`config.mk`:
```
export PLATFORM = sky130hd
export DESIGN_NAME = reset_sequencer
export DESIGN_NICKNAME = d
export VERILOG_FILES = /design/src/rtl/reset_sequencer.sv
export SDC_FILE = /design/constraint.sdc
export NUM_CORES = 1
export LEC_CHECK = 0
export BUFFER_PORTS_ARGS = -buffer_cell sky130_fd_sc_hd__buf_2
export CAP_MARGIN = 10
export CORE_MARGIN = 2
export CORE_UTILIZATION = 35
export DETAILED_ROUTE_END_ITERATION = 10
export HOLD_SLACK_MARGIN = 0.02
export PLACE_DENSITY = 0.57
export SKIP_LAST_GASP = 1
export SYNTH_ARGS = -nofsm -noshare
export SYNTH_HDL_FRONTEND = slang
export SYNTH_SLANG_ARGS = --single-unit
```
`constraint.sdc`:
```
create_clock -name clk -period 4.5 [get_ports clk]
set_input_delay 1.125 -clock clk [delete_from_list [all_inputs] [get_ports clk]]
set_output_delay 1.125 -clock clk [all_outputs]
set_load 0.1 [all_outputs]
```
`src/rtl/reset_sequencer.sv`:
```
// reset_sequencer: per-clock-domain reset generator. Asynchronous assert,
// synchronous de-assert, then waits for a synchronized clock-lock, holds all
// outputs for HOLD_CYCLES and releases NUM_OUT reset lines one at a time,
// STAGE_GAP cycles apart, flagging rst_done once everything is out of reset.
// Loss of lock or a software request pulls every line back into reset.
module reset_sequencer #(
    parameter int SYNC_STAGES = 2,
    parameter int HOLD_CYCLES = 16,
    parameter int NUM_OUT     = 3,
    parameter int STAGE_GAP   = 4
) (
    input  logic               clk,
    input  logic               ar,
    input  logic               lock,
    input  logic               sw_req,
    output logic [NUM_OUT-1:0] rst_out,
    output logic               rst_done,
    output logic [1:0]         state
);

    localparam int CNT_MAX = (HOLD_CYCLES > STAGE_GAP) ? HOLD_CYCLES : STAGE_GAP;
    localparam int CNT_W   = $clog2(CNT_MAX + 1);
    localparam int IDX_W   = $clog2(NUM_OUT + 1);

    typedef enum logic [2:0] {
        S_RESET,
        S_WAIT_LOCK,
        S_HOLD,
        S_RELEASE,
        S_RUN
    } state_e;

    logic [SYNC_STAGES-1:0] rst_sync_q;
    logic [SYNC_STAGES-1:0] lock_sync_q;
    logic                   rst_int;
    logic                   lock_s;
    logic                   abort;

    state_e                 state_q,    state_d;
    logic [CNT_W-1:0]       cnt_q,      cnt_d;
    logic [IDX_W-1:0]       idx_q,      idx_d;
    logic [NUM_OUT-1:0]     rst_out_q,  rst_out_d;
    logic                   rst_done_q, rst_done_d;

    // Synchronizers: internal reset de-asserts through a 0-fed chain; lock is resampled into clk.
    // NOTE: sequential state uses non-blocking (<=) so every flop samples pre-edge values.
    always_ff @(posedge clk or posedge ar) begin
        if (ar) begin
            rst_sync_q  <= '1;
            lock_sync_q <= '0;
        end else begin
            rst_sync_q  <= {rst_sync_q[SYNC_STAGES-2:0], 1'b0};
            lock_sync_q <= {lock_sync_q[SYNC_STAGES-2:0], lock};
        end
    end

    assign rst_int = rst_sync_q[SYNC_STAGES-1];
    assign lock_s  = lock_sync_q[SYNC_STAGES-1];

    // Sequencer state register; outputs come straight from these flops.
    always_ff @(posedge clk or posedge ar) begin
        if (ar) begin
            state_q    <= S_RESET;
            cnt_q      <= '0;
            idx_q      <= '0;
            rst_out_q  <= '1;
            rst_done_q <= 1'b0;
        end else begin
            state_q    <= state_d;
            cnt_q      <= cnt_d;
            idx_q      <= idx_d;
            rst_out_q  <= rst_out_d;
            rst_done_q <= rst_done_d;
        end
    end

    // Next-state logic: abort has priority over every sequencing step.
    always_comb begin
        // NOTE: every signal gets a default first so no path can infer a latch.
        state_d    = state_q;
        cnt_d      = cnt_q;
        idx_d      = idx_q;
        rst_out_d  = rst_out_q;
        rst_done_d = rst_done_q;
        abort      = (state_q != S_RESET) && (!lock_s || sw_req);

        if (abort) begin
            state_d    = S_WAIT_LOCK;
            cnt_d      = '0;
            idx_d      = '0;
            rst_out_d  = '1;
            rst_done_d = 1'b0;
        end else begin
            case (state_q)
                S_RESET: begin
                    if (!rst_int) begin
                        state_d = S_WAIT_LOCK;
                    end
                end
                S_WAIT_LOCK: begin
                    if (lock_s) begin
                        state_d = S_HOLD;
                        cnt_d   = '0;
                    end
                end
                S_HOLD: begin
                    if (cnt_q == CNT_W'(HOLD_CYCLES - 1)) begin
                        state_d   = S_RELEASE;
                        cnt_d     = '0;
                        idx_d     = '0;
                        // Released bits are a contiguous low run, so shifting in a 0
                        // drops exactly the next line in index order.
                        rst_out_d = rst_out_q << 1;
                    end else begin
                        cnt_d = cnt_q + CNT_W'(1);
                    end
                end
                S_RELEASE: begin
                    if (cnt_q == CNT_W'(STAGE_GAP - 1)) begin
                        cnt_d = '0;
                        if (idx_q < IDX_W'(NUM_OUT - 1)) begin
                            idx_d     = idx_q + IDX_W'(1);
                            rst_out_d = rst_out_q << 1;
                        end else begin
                            state_d    = S_RUN;
                            rst_done_d = 1'b1;
                        end
                    end else begin
                        cnt_d = cnt_q + CNT_W'(1);
                    end
                end
                S_RUN: begin
                    rst_out_d  = '0;
                    rst_done_d = 1'b1;
                end
                default: begin
                    state_d = S_RESET;
                end
            endcase
        end
    end

    // Debug encoding merges HOLD and RELEASE into a single code.
    always_comb begin
        case (state_q)
            S_RESET:     state = 2'd0;
            S_WAIT_LOCK: state = 2'd1;
            S_HOLD:      state = 2'd2;
            S_RELEASE:   state = 2'd2;
            S_RUN:       state = 2'd3;
            default:     state = 2'd0;
        endcase
    end

    assign rst_out  = rst_out_q;
    assign rst_done = rst_done_q;

endmodule

```
Yosys cells after proc, flatten, opt, wreduce, memory -nomap -nowiden
Index checks and enable logic that the tools add are counted.
{ "classes": {"addsub": 2, "n_mul": 0, "div": 0, "n_lt_le_gt_ge": 1, "eq_ne": 13, "n_shift": 0, "n_mux": 27, "bitwise": 0, "reduce_logical": 15} }
{ "ops": {"columns": ["operator", "n"], "rows": [
  ["$mux W3", 10],
  ["$mux W5", 4],
  ["$ne A3 B3 Y1 const B", 6],
  ["$pmux W3 S5", 1],
  ["$pmux W5 S3", 1],
  ["$pmux W3 S3", 1],
  ["$reduce_bool A3 Y1", 3],
  ["$mux W2", 4],
  ["$reduce_and A4 Y1", 2],
  ["$reduce_bool A4 Y1", 2],
  ["$eq A3 B2 Y1 const B", 2],
  ["$pmux W2 S3", 1],
  ["$reduce_and A6 Y1", 1],
  ["$add A5 B1 Y5 const B", 1],
  ["$eq A5 B2 Y1 const B", 1],
  ["$eq A5 B4 Y1 const B", 1],
  ["$pmux W2 S2", 1],
  ["$eq A3 B1 Y1 const B", 1],
  ["$eq A3 B3 Y1 const B", 1],
  ["$logic_not A3 Y1", 1],
  ["$mux W1", 3],
  ["$reduce_and A3 Y1", 1],
  ["$add A2 B1 Y2 const B", 1],
  ["$lt A2 B2 Y1 const B", 1],
  ["7 further kinds", 7]
]} }
{ "word_totals": {"ff_bits": 18, "latch_bits": 0, "ramBits": 0, "mem_bits_ro": 0, "output_inout_bits": 6, "memories": 0} }

Depth between registers and ports, before layout
Gate-level depths: netlist of run 1.
{ "depth": {"word_depth": 5, "mapped_depth": 8, "mapped_depth_nobuf": 8} }

Least setup slack after synthesis of run 1
Ideal clock, no wire load.
{ "synth_timing": {"path_type": "register to output", "startpoint": "register state_q[0]", "endpoint": "output port state[0]", "arrival_ns": 1.986, "path_slack_ns": 1.389, "path_stages_with_launch": 4, "path_buffers": 1, "cell_sequence": "dfrtp_1 > buf_2 > xnor2_1 > nor2_1"} }
{ "synth_via": {"elab_chain_cells": 3, "elab_cells_between_ends": 6} }
{ "synth_lines": {"columns": ["item", "line", "text"], "rows": [
  ["start, declared", "39", "state_e state_q, state_d;"],
  ["start signal, assigned", "69", "state_q <= state_d;"],
  ["$eq A3 B2 Y1", "145", "case (state_q)"],
  ["$reduce_or A2 Y1 (no line)", null, null],
  ["$pmux W2 S3 *", "145", null],
  ["end, declared", "18", "output logic [1:0] state"]
]} }
Every way passes the cells marked *; elsewhere a longest branch is shown, timed or not.

Final worst setup path of run 1
{ "layout_timing": {"startpoint": "register state_q[0]", "endpoint": "output port state[1]"} }
The elaborated chain is that of the path after synthesis.

==> impl_metrics.ini, run 1 <==
[setup_path]
crit_path_max_incr_delay_ns = 0.59
critPathSlowestCell = dfrtp_1
critPathCaptureType = primary output
cp_max_fo = 16
arrival_ns = 1.79
start_kind = flop
r2r_slack_ns = 2.34
critPathRequiredTime_ns = 3.38
crit_chain = nor2_1 > a21o_1 > buf_2
path_class = flop to primary output

[route]
route.detailed.wl_per_inst_um = 13.5
vias = 777
drc = 0
viasPerCell = 5.55
drtAntennaViolNets = 0
totalWireLength_mm = 1.90
drt-pass1-iter-count = 4
first_iter_violations = 14

[yosys]
netlist_instances = 101
synth_fp_nets = 108
synth.most_common_cell = dfrtp_1
syn_area_um2 = 1010
synth_edf_count = 0
netlist.area_leader.share_pct = 32.2
syn_avg_cell_area_um2 = 10.0
ys_types = 40
yosysSeqAreaShare_pct = 45.2
yosysTopAreaCell = dfrtp_1
synthArstFlopShare_pct = 100
yosys_register_bits = 18
ys.flop_type = dfrtp_1
yosysWarnings = 0
netlist_top_cells_area = dfrtp_1 32%, dfstp_2 13%, o21ai_0 4.0%
ys_top_cells_by_count = 13 x dfrtp_1, 10 x nand2_1, 8 x nor2_1, 8 x o21ai_0, 5 x dfstp_2

[final_layout]
instances_no_fill = 140
area_growth_pct = 9.90
layout.nets = 117
fin_util_pct = 40.3
fill_cells = 281
antenna_cells = 0
drive_gt1_share_pct = 24.8

[pwr]
ir_drop_mv = 0.198
p_leak_nw = 0.517
power_density_nw_per_um2 = 309

[sta]
finalHoldViolations = 0
max_slew.worst_pin.slew_ns = 0.654
fmax_mhz = 344
maxSlewHeadroom_pct = 56.3
min_period_over_period_pct = 64.7
fin_skew_ns = 0.00200
period_minus_slack_ns = 2.91
drv_slew = 0
finalWorstSetupSlack_ns = 1.59
setup_viol = 0
rsz0062_at_grt = false
setup_tns_ns = 0

[die]
design.portCount = 10
start_util_pct = 36.7
dieHeight_um = 57.7
rows = 19
die_w_um = 57.7
dieArea_um2 = 3330
core_um2 = 2760

[job]
max_cap_violations = 0

[placement]
placedCellCount = 136
gp_congestion = 0.789
io_buffers = 9
dp_worst_setup_slack_ns = 1.95
dp_hpwl_mm = 1.36

[clock_network]
clock_latency_ns = 0.30
cts.repair.resized = 0
cts_setup_buffers = 0
cts_tree = yes
clock-sinks = 18
clockBufferDepth = 2
path_clk_slew_ns = 0.11
cts_hold_buffers = 0
htreeDepth = 1
cts_buffers = 3
cts-root-buf = clkbuf_4

[global_routing]
grt_pass1_vias = 819
grt_pass1_wl_mm = 3.48
grt_usage_pct = 13.5
antenna_found_initial = 0
grt_max_degree = 19
overflow = 0

[hold_path]
hp-class = flop to flop

[status]
status = completed
registers in the layout (all words and copies together) (netlist names):
name,cells
cnt_q,5
idx_q,2
lock_sync_q,2
rst_done,1
rst_out,3
rst_sync_q,2
state_q,3
cells in the final DEF, fill, tap and decap left out, types with 2 or more instances in the layout:
cell type / synthesis / routed
mux2_2: 2 / 2
clkbuf_4: 0 / 3
nor2_1: 8 / 8
o21ai_0: 8 / 8
nand2_1: 10 / 10
nand2b_1: 3 / 3
ha_1: 3 / 3
nand3_1: 2 / 2
dfrtp_1: 13 / 13
nand3b_1: 3 / 3
a21oi_1: 4 / 4
nor2b_1: 2 / 2
nor3_1: 3 / 3
mux2_4: 2 / 2
inv_1: 4 / 4
dfstp_2: 5 / 5
a21o_1: 2 / 2
buf_2: 1 / 9
worst max-delay path, delay by kind of cell, from the launching register on:
family	cells	cell delay (ns)
buffers and inverters	1	0.41
and+or+nand+nor	1	0.32
AOI/OAI and AO/OA	1	0.16
DFF	1	0.59
layout make-up:
type                       count  area (um2)  share of cell area, %
sequential                    18         457                   41.1
inverter                       4        15.0                   1.35
tap                           31        38.8                   3.49
multi-input combinational     74         519                   46.7
timing repair buffer           9        45.0                   4.05
clock buffer                   4        36.3                   3.27
cell families (layout without fill, tap and decap cells):
| family | Yosys count | in the layout | share of synthesized area, % |
|---|---|---|---|
| mux | 5 | 5 | 6.19 |
| buf+inv | 9 | 17 | 3.46 |
| flops | 18 | 18 | 45.2 |
| simple gates | 39 | 39 | 23.0 |
| compound gates | 24 | 24 | 16.3 |
| other cells | 1 | 1 | 0.371 |
| fa+ha+maj | 3 | 3 | 3.71 |
| xor+xnor | 2 | 2 | 1.73 |
metal layers:
layer,global-route usage [%],share of wire [%],vias up
met2,22.9,47,18
met4,6.98,2.3,0
met3,2.23,3.9,5
li1,-,-,372
met5,0,0,-
met1,16.5,47,382
final timing paths:
check | start | to | cells after the start
setup / recovery | state_q[0]$_DFFE_PP0P_ | state[1] | 3
min in group asynchronous | ar | cnt_q[0]$_DFFE_PP0P_ | 2
hold reg to reg | lock_sync_q[0]$_DFF_PP0_ | lock_sync_q[1]$_DFF_PP0_ | 0
hold / removal | lock_sync_q[0]$_DFF_PP0_ | lock_sync_q[1]$_DFF_PP0_ | 0
setup reg to reg | cnt_q[0]$_DFFE_PP0P_ | rst_out[2]$_DFFE_PP1P_ | 8
max in group asynchronous | ar | idx_q[0]$_DFFE_PP0P_ | 2
metrics by stage:
step | area (um2) | hold WS (ns) | power [mW]
4_1_cts | 1110 | 0.365 | 0.344
5_1_grt | 1110 | 0.372 | 0.360
3_3_place_gp | 1070 | 0.342 | 0.243
2_1_floorplan | 1010 | 0.331 | 0.234
6_report | 1110 | 0.364 | 0.343
3_5_place_dp | 1070 | 0.343 | 0.244
power breakdown:
group          switching (mW)  internal (mW)  leakage, nW  total, mW
clock network          0.0528         0.0494       0.0210      0.102
registers             0.00870          0.170        0.223      0.179
logic                  0.0462         0.0158        0.272     0.0620
total                   0.108          0.235        0.517      0.343
(Power assumes the default switching activity.)
==> inputs of run 2 (changes only) <==
--- a/config.mk
+++ b/config.mk
@@ -11,7 +11,7 @@
 export CORE_UTILIZATION = 35
 export DETAILED_ROUTE_END_ITERATION = 10
 export HOLD_SLACK_MARGIN = 0.02
-export PLACE_DENSITY = 0.57
+export PLACE_DENSITY = 0.59
 export SKIP_LAST_GASP = 1
 export SYNTH_ARGS = -nofsm -noshare
 export SYNTH_HDL_FRONTEND = slang
==> constraint.sdc (replaced) <==
create_clock -name clk -period 2.55 [get_ports clk]
set_input_delay 0.6375 -clock clk [delete_from_list [all_inputs] [get_ports clk]]
set_output_delay 0.6375 -clock clk [all_outputs]
set_load 0.1 [all_outputs]
==> impl_metrics.ini, run 2 (synthesized netlist as in run 1, its figures left out) <==
[job]
max_cap_violations = 0

[route]
totalWireLength_mm = 2.00
wl_met1_mm = 1.00
routed.top_layer = met4
first_iter_violations = 26
route.detailed.wl_per_inst_um = 14.2
drtAntennaViolNets = 0
drt-pass1-iter-count = 4
viasPerCell = 5.34
met3_length_um = 93
drc = 0
dr_wl_met2_um = 887
vias = 753

[sta]
maxSlewHeadroom_pct = 55.9
max_slew.worst_pin.slew_ns = 0.662
setup_viol = 0
fin_skew_ns = 0.0249
drv_slew = 0
fmax_mhz = 424
setup_tns_ns = 0
rsz0062_at_grt = false
period_minus_slack_ns = 2.36
min_period_over_period_pct = 92.6
finalHoldViolations = 0

[hold_path]
hold_end = lock_sync_q[1]$_DFF_PP0_
hold-path-cell-count = 0
hp-start = lock_sync_q[0]$_DFF_PP0_
hp-class = flop to flop

[setup_path]
critPathCaptureType = primary output
r2r_slack_ns = 0.43
critPathSlowestCell = dfrtp_1
path_class = flop to primary output
crit_path_max_incr_delay_ns = 0.53
rr_startpoint = cnt_q[0]$_DFFE_PP0P_
arrival_ns = 1.72
start_kind = flop
worst_r2r_endpoint = rst_out[2]$_DFFE_PP1P_
critPathRequiredTime_ns = 1.91
crit_chain = nor2_1 > a21o_1 > buf_2
cp_max_fo = 12
worst-r2r-cell-count = 8

[die]
dieHeight_um = 57.7
design.portCount = 10
core_um2 = 2760
dieArea_um2 = 3330
rows = 19
start_util_pct = 36.7
die_w_um = 57.7

[clock_network]
cts_tree = yes
clock-sinks = 18
clock_latency_ns = 0.31
cts_buffers = 3
clockBufferDepth = 2
cts_hold_buffers = 0
htreeDepth = 1
cts_setup_buffers = 0
cts.repair.resized = 0
cts-root-buf = clkbuf_4
path_clk_slew_ns = 0.12

[final_layout]
largest_register = cnt_q
area_growth_pct = 10.9
fin_util_pct = 40.7
drive_gt1_share_pct = 26.4
largest_reg_flops = 5
seq_area_um2 = 457
multiInputGateArea_um2 = 522
antenna_cells = 0
layout.nets = 118
final_common_cell = dfrtp_1
final_cell_mix = 13 x dfrtp_1, 10 x nand2_1, 9 x buf_2
fill_cells = 270

[pwr]
p_leak_nw = 0.522
p_total_mw = 0.612
power_density_nw_per_um2 = 546
ir_drop_mv = 0.361

[global_routing]
grt_max_degree = 19
grt_pass1_wl_mm = 3.54
grt_pass1_vias = 735
overflow = 0
antenna_found_initial = 0
grt_usage_pct = 13.6

[placement]
dp_hpwl_mm = 1.42
gp_congestion = 0.737
io_buffers = 9

[status]
status = completed
==> run 2: metrics by stage <==
step / setup WS [ns] / instances / instance area, um2 / hold slack, ns
floorplan: 0.382 / 101 / 1010 / 0.331
global placement: 0.500 / 137 / 1080 / 0.344
detailed placement: 0.422 / 137 / 1080 / 0.346
CTS: 0.190 / 141 / 1120 / 0.371
global route: 0.109 / 141 / 1120 / 0.374
finish: 0.189 / 141 / 1120 / 0.366
==> run 2: critical path: cells and delay by family (launching register included) <==
kind	cells	cell delay [ns]
buffers and inverters	1	0.41
and+or+nand+nor	1	0.31
DFF	1	0.53
AOI/OAI and AO/OA	1	0.16
==> run 2: area by class of cell <==
cell class | count | area share [%]
clock buffer | 4 | 3.24
inverter | 4 | 1.34
multi-input combinational | 74 | 46.5
sequential | 18 | 40.7
tap | 31 | 3.46
timing repair buffer | 10 | 4.69
==> run 2: routing by layer <==
layer,track usage (%),vias up
met4,2.99,0
li1,-,372
met2,19.3,17
met5,0,-
met1,20.6,362
met3,4.02,2
==> run 2: how the worst max path moves through the flow <==
stage	end	cells past startpoint	startpoint	slack (ns)
2_1_floorplan	state[0]	3	state_q[0]$_DFFE_PP0P_	0.38
3_3_place_gp	rst_out[1]$_DFFE_PP1P_	8	cnt_q[0]$_DFFE_PP0P_	0.50
3_5_place_dp	rst_out[2]$_DFFE_PP1P_	8	cnt_q[0]$_DFFE_PP0P_	0.42
4_1_cts	state[1]	3	state_q[1]$_DFFE_PP0P_	0.19
5_1_grt	state[1]	3	state_q[1]$_DFFE_PP0P_	0.11
6_report	state[1]	3	state_q[1]$_DFFE_PP0P_	0.19
==> run 2: where the power goes <==
part / switching, mW / total (mW) / internal, mW / leakage, nW
clock: 0.0961 / 0.183 / 0.0871 / 0.0210
sequential: 0.0129 / 0.313 / 0.300 / 0.223
combinational: 0.0858 / 0.115 / 0.0296 / 0.277
total: 0.195 / 0.612 / 0.417 / 0.522
==> inputs of run 3 (changes only) <==
--- a/config.mk
+++ b/config.mk
@@ -7,11 +7,13 @@
 export LEC_CHECK = 0
 export BUFFER_PORTS_ARGS = -buffer_cell sky130_fd_sc_hd__buf_2
 export CAP_MARGIN = 10
+export CELL_PAD_IN_SITES_DETAIL_PLACEMENT = 0
+export CELL_PAD_IN_SITES_GLOBAL_PLACEMENT = 1
 export CORE_MARGIN = 2
 export CORE_UTILIZATION = 35
 export DETAILED_ROUTE_END_ITERATION = 10
 export HOLD_SLACK_MARGIN = 0.02
-export PLACE_DENSITY = 0.59
+export PLACE_DENSITY = 0.7
 export SKIP_LAST_GASP = 1
 export SYNTH_ARGS = -nofsm -noshare
 export SYNTH_HDL_FRONTEND = slang
==> impl_metrics.ini, run 3 (synthesized netlist as in run 1, its figures left out) <==
[final_layout]
final_common_cell = dfrtp_1
fill_cells = 272
largest_register = cnt_q
layout.nets = 118
antenna_cells = 0
largest_reg_flops = 5
seq_area_um2 = 457
final_cell_mix = 13 x dfrtp_1, 10 x nand2_1, 9 x buf_2
final_area_um2 = 1120
drive_gt1_share_pct = 26.4
multiInputGateArea_um2 = 522
fin_util_pct = 40.7
area_growth_pct = 10.9

[die]
die_w_um = 57.7
start_util_pct = 36.7
dieArea_um2 = 3330
design.portCount = 10
dieHeight_um = 57.7
rows = 19
core_um2 = 2760

[pwr]
ir_drop_mv = 0.355
power_density_nw_per_um2 = 544
p_leak_nw = 0.522

[sta]
setup_tns_ns = 0
fin_skew_ns = 0.0151
fmax_mhz = 425
finalHoldViolations = 0
setup_viol = 0
finalWorstSetupSlack_ns = 0.199
maxSlewHeadroom_pct = 52.2
rsz0062_at_grt = false
fin_hold_ws_ns = 0.361
min_period_over_period_pct = 92.2
max_slew.worst_pin.slew_ns = 0.716
drv_slew = 0
period_minus_slack_ns = 2.35

[hold_path]
hp-class = flop to flop

[status]
status = completed

[setup_path]
critPathSlowestCell = dfrtp_1
arrival_ns = 1.71
cp_max_fo = 12
path_class = flop to primary output
start_kind = flop
critPathCaptureType = primary output
crit_path_max_incr_delay_ns = 0.53
critPathRequiredTime_ns = 1.91
crit_chain = nor2_1 > a21o_1 > buf_2

[placement]
dp_worst_setup_slack_ns = 0.403
placed_area_um2 = 1080
dp_hpwl_mm = 1.42
io_buffers = 9
gp_congestion = 0.787

[route]
drtAntennaViolNets = 0
wl_met1_um = 982
route.detailed.wl_per_inst_um = 14.1
drt-pass1-iter-count = 4
routed.top_layer = met4
dr_wl_met2_um = 901
vias = 753
met3_length_um = 91
totalWireLength_mm = 1.99
viasPerCell = 5.34
first_iter_violations = 29
drc = 0

[clock_network]
cts_tree = yes
cts_setup_buffers = 0
clockBufferDepth = 2
htreeDepth = 1
cts.repair.resized = 0
cts_hold_buffers = 0
clock_latency_ns = 0.31
cts_buffers = 3
clock-sinks = 18
cts-root-buf = clkbuf_4
path_clk_slew_ns = 0.12

[global_routing]
antenna_found_initial = 0
grt_max_degree = 19
overflow = 0
grt_usage_pct = 14.0
grt_pass1_vias = 791
grt_pass1_wl_mm = 3.56

[job]
max_cap_violations = 0
[run 3: final timing paths]
path / start / endpoint / slack [ns] / depth (start not counted)
max: state_q[1]$_DFFE_PP0P_ / state[1] / 0.20 / 3
min reg2reg: lock_sync_q[0]$_DFF_PP0_ / lock_sync_q[1]$_DFF_PP0_ / 0.36 / 0
max reg2reg: cnt_q[0]$_DFFE_PP0P_ / rst_out[1]$_DFFE_PP1P_ / 0.43 / 8
min: lock_sync_q[0]$_DFF_PP0_ / lock_sync_q[1]$_DFF_PP0_ / 0.36 / 0
min in group asynchronous: ar / state_q[1]$_DFFE_PP0P_ / 0.43 / 2
max in group asynchronous: ar / cnt_q[2]$_DFFE_PP0P_ / 1.66 / 2
[run 3: worst max-delay path, delay by kind of cell (launching register included)]
family	cells	cell delay, ns
buffers and inverters	1	0.41
AOI/OAI and AO/OA	1	0.16
and+or+nand+nor	1	0.30
DFF	1	0.53
[run 3: power by group]
part	total, mW	internal, mW	switching [mW]
sequential	0.313	0.300	0.0128
combinational	0.115	0.0296	0.0858
clock	0.182	0.0871	0.0944
total	0.610	0.417	0.193
[run 3: per-layer routing]
metal | track usage (%) | vias up
met2 | 20.9 | 14
met5 | 0 | -
met1 | 18.3 | 361
met4 | 5.98 | 0
met3 | 4.91 | 2
li1 | - | 376
[run 3: through the flow]
stage                     instances  power (mW)
after floorplan                 101       0.414
after global placement          137       0.433
after detailed placement        137       0.434
after CTS                       141       0.619
after global routing            141       0.646
final                           141       0.610
[run 3: final cells by class]
type	count	area share, %
multi-input cells	74	46.5
flip-flops and latches	18	40.7
repair buffers	10	4.69
well taps	31	3.46
clock buffers	4	3.24
inverters	4	1.34
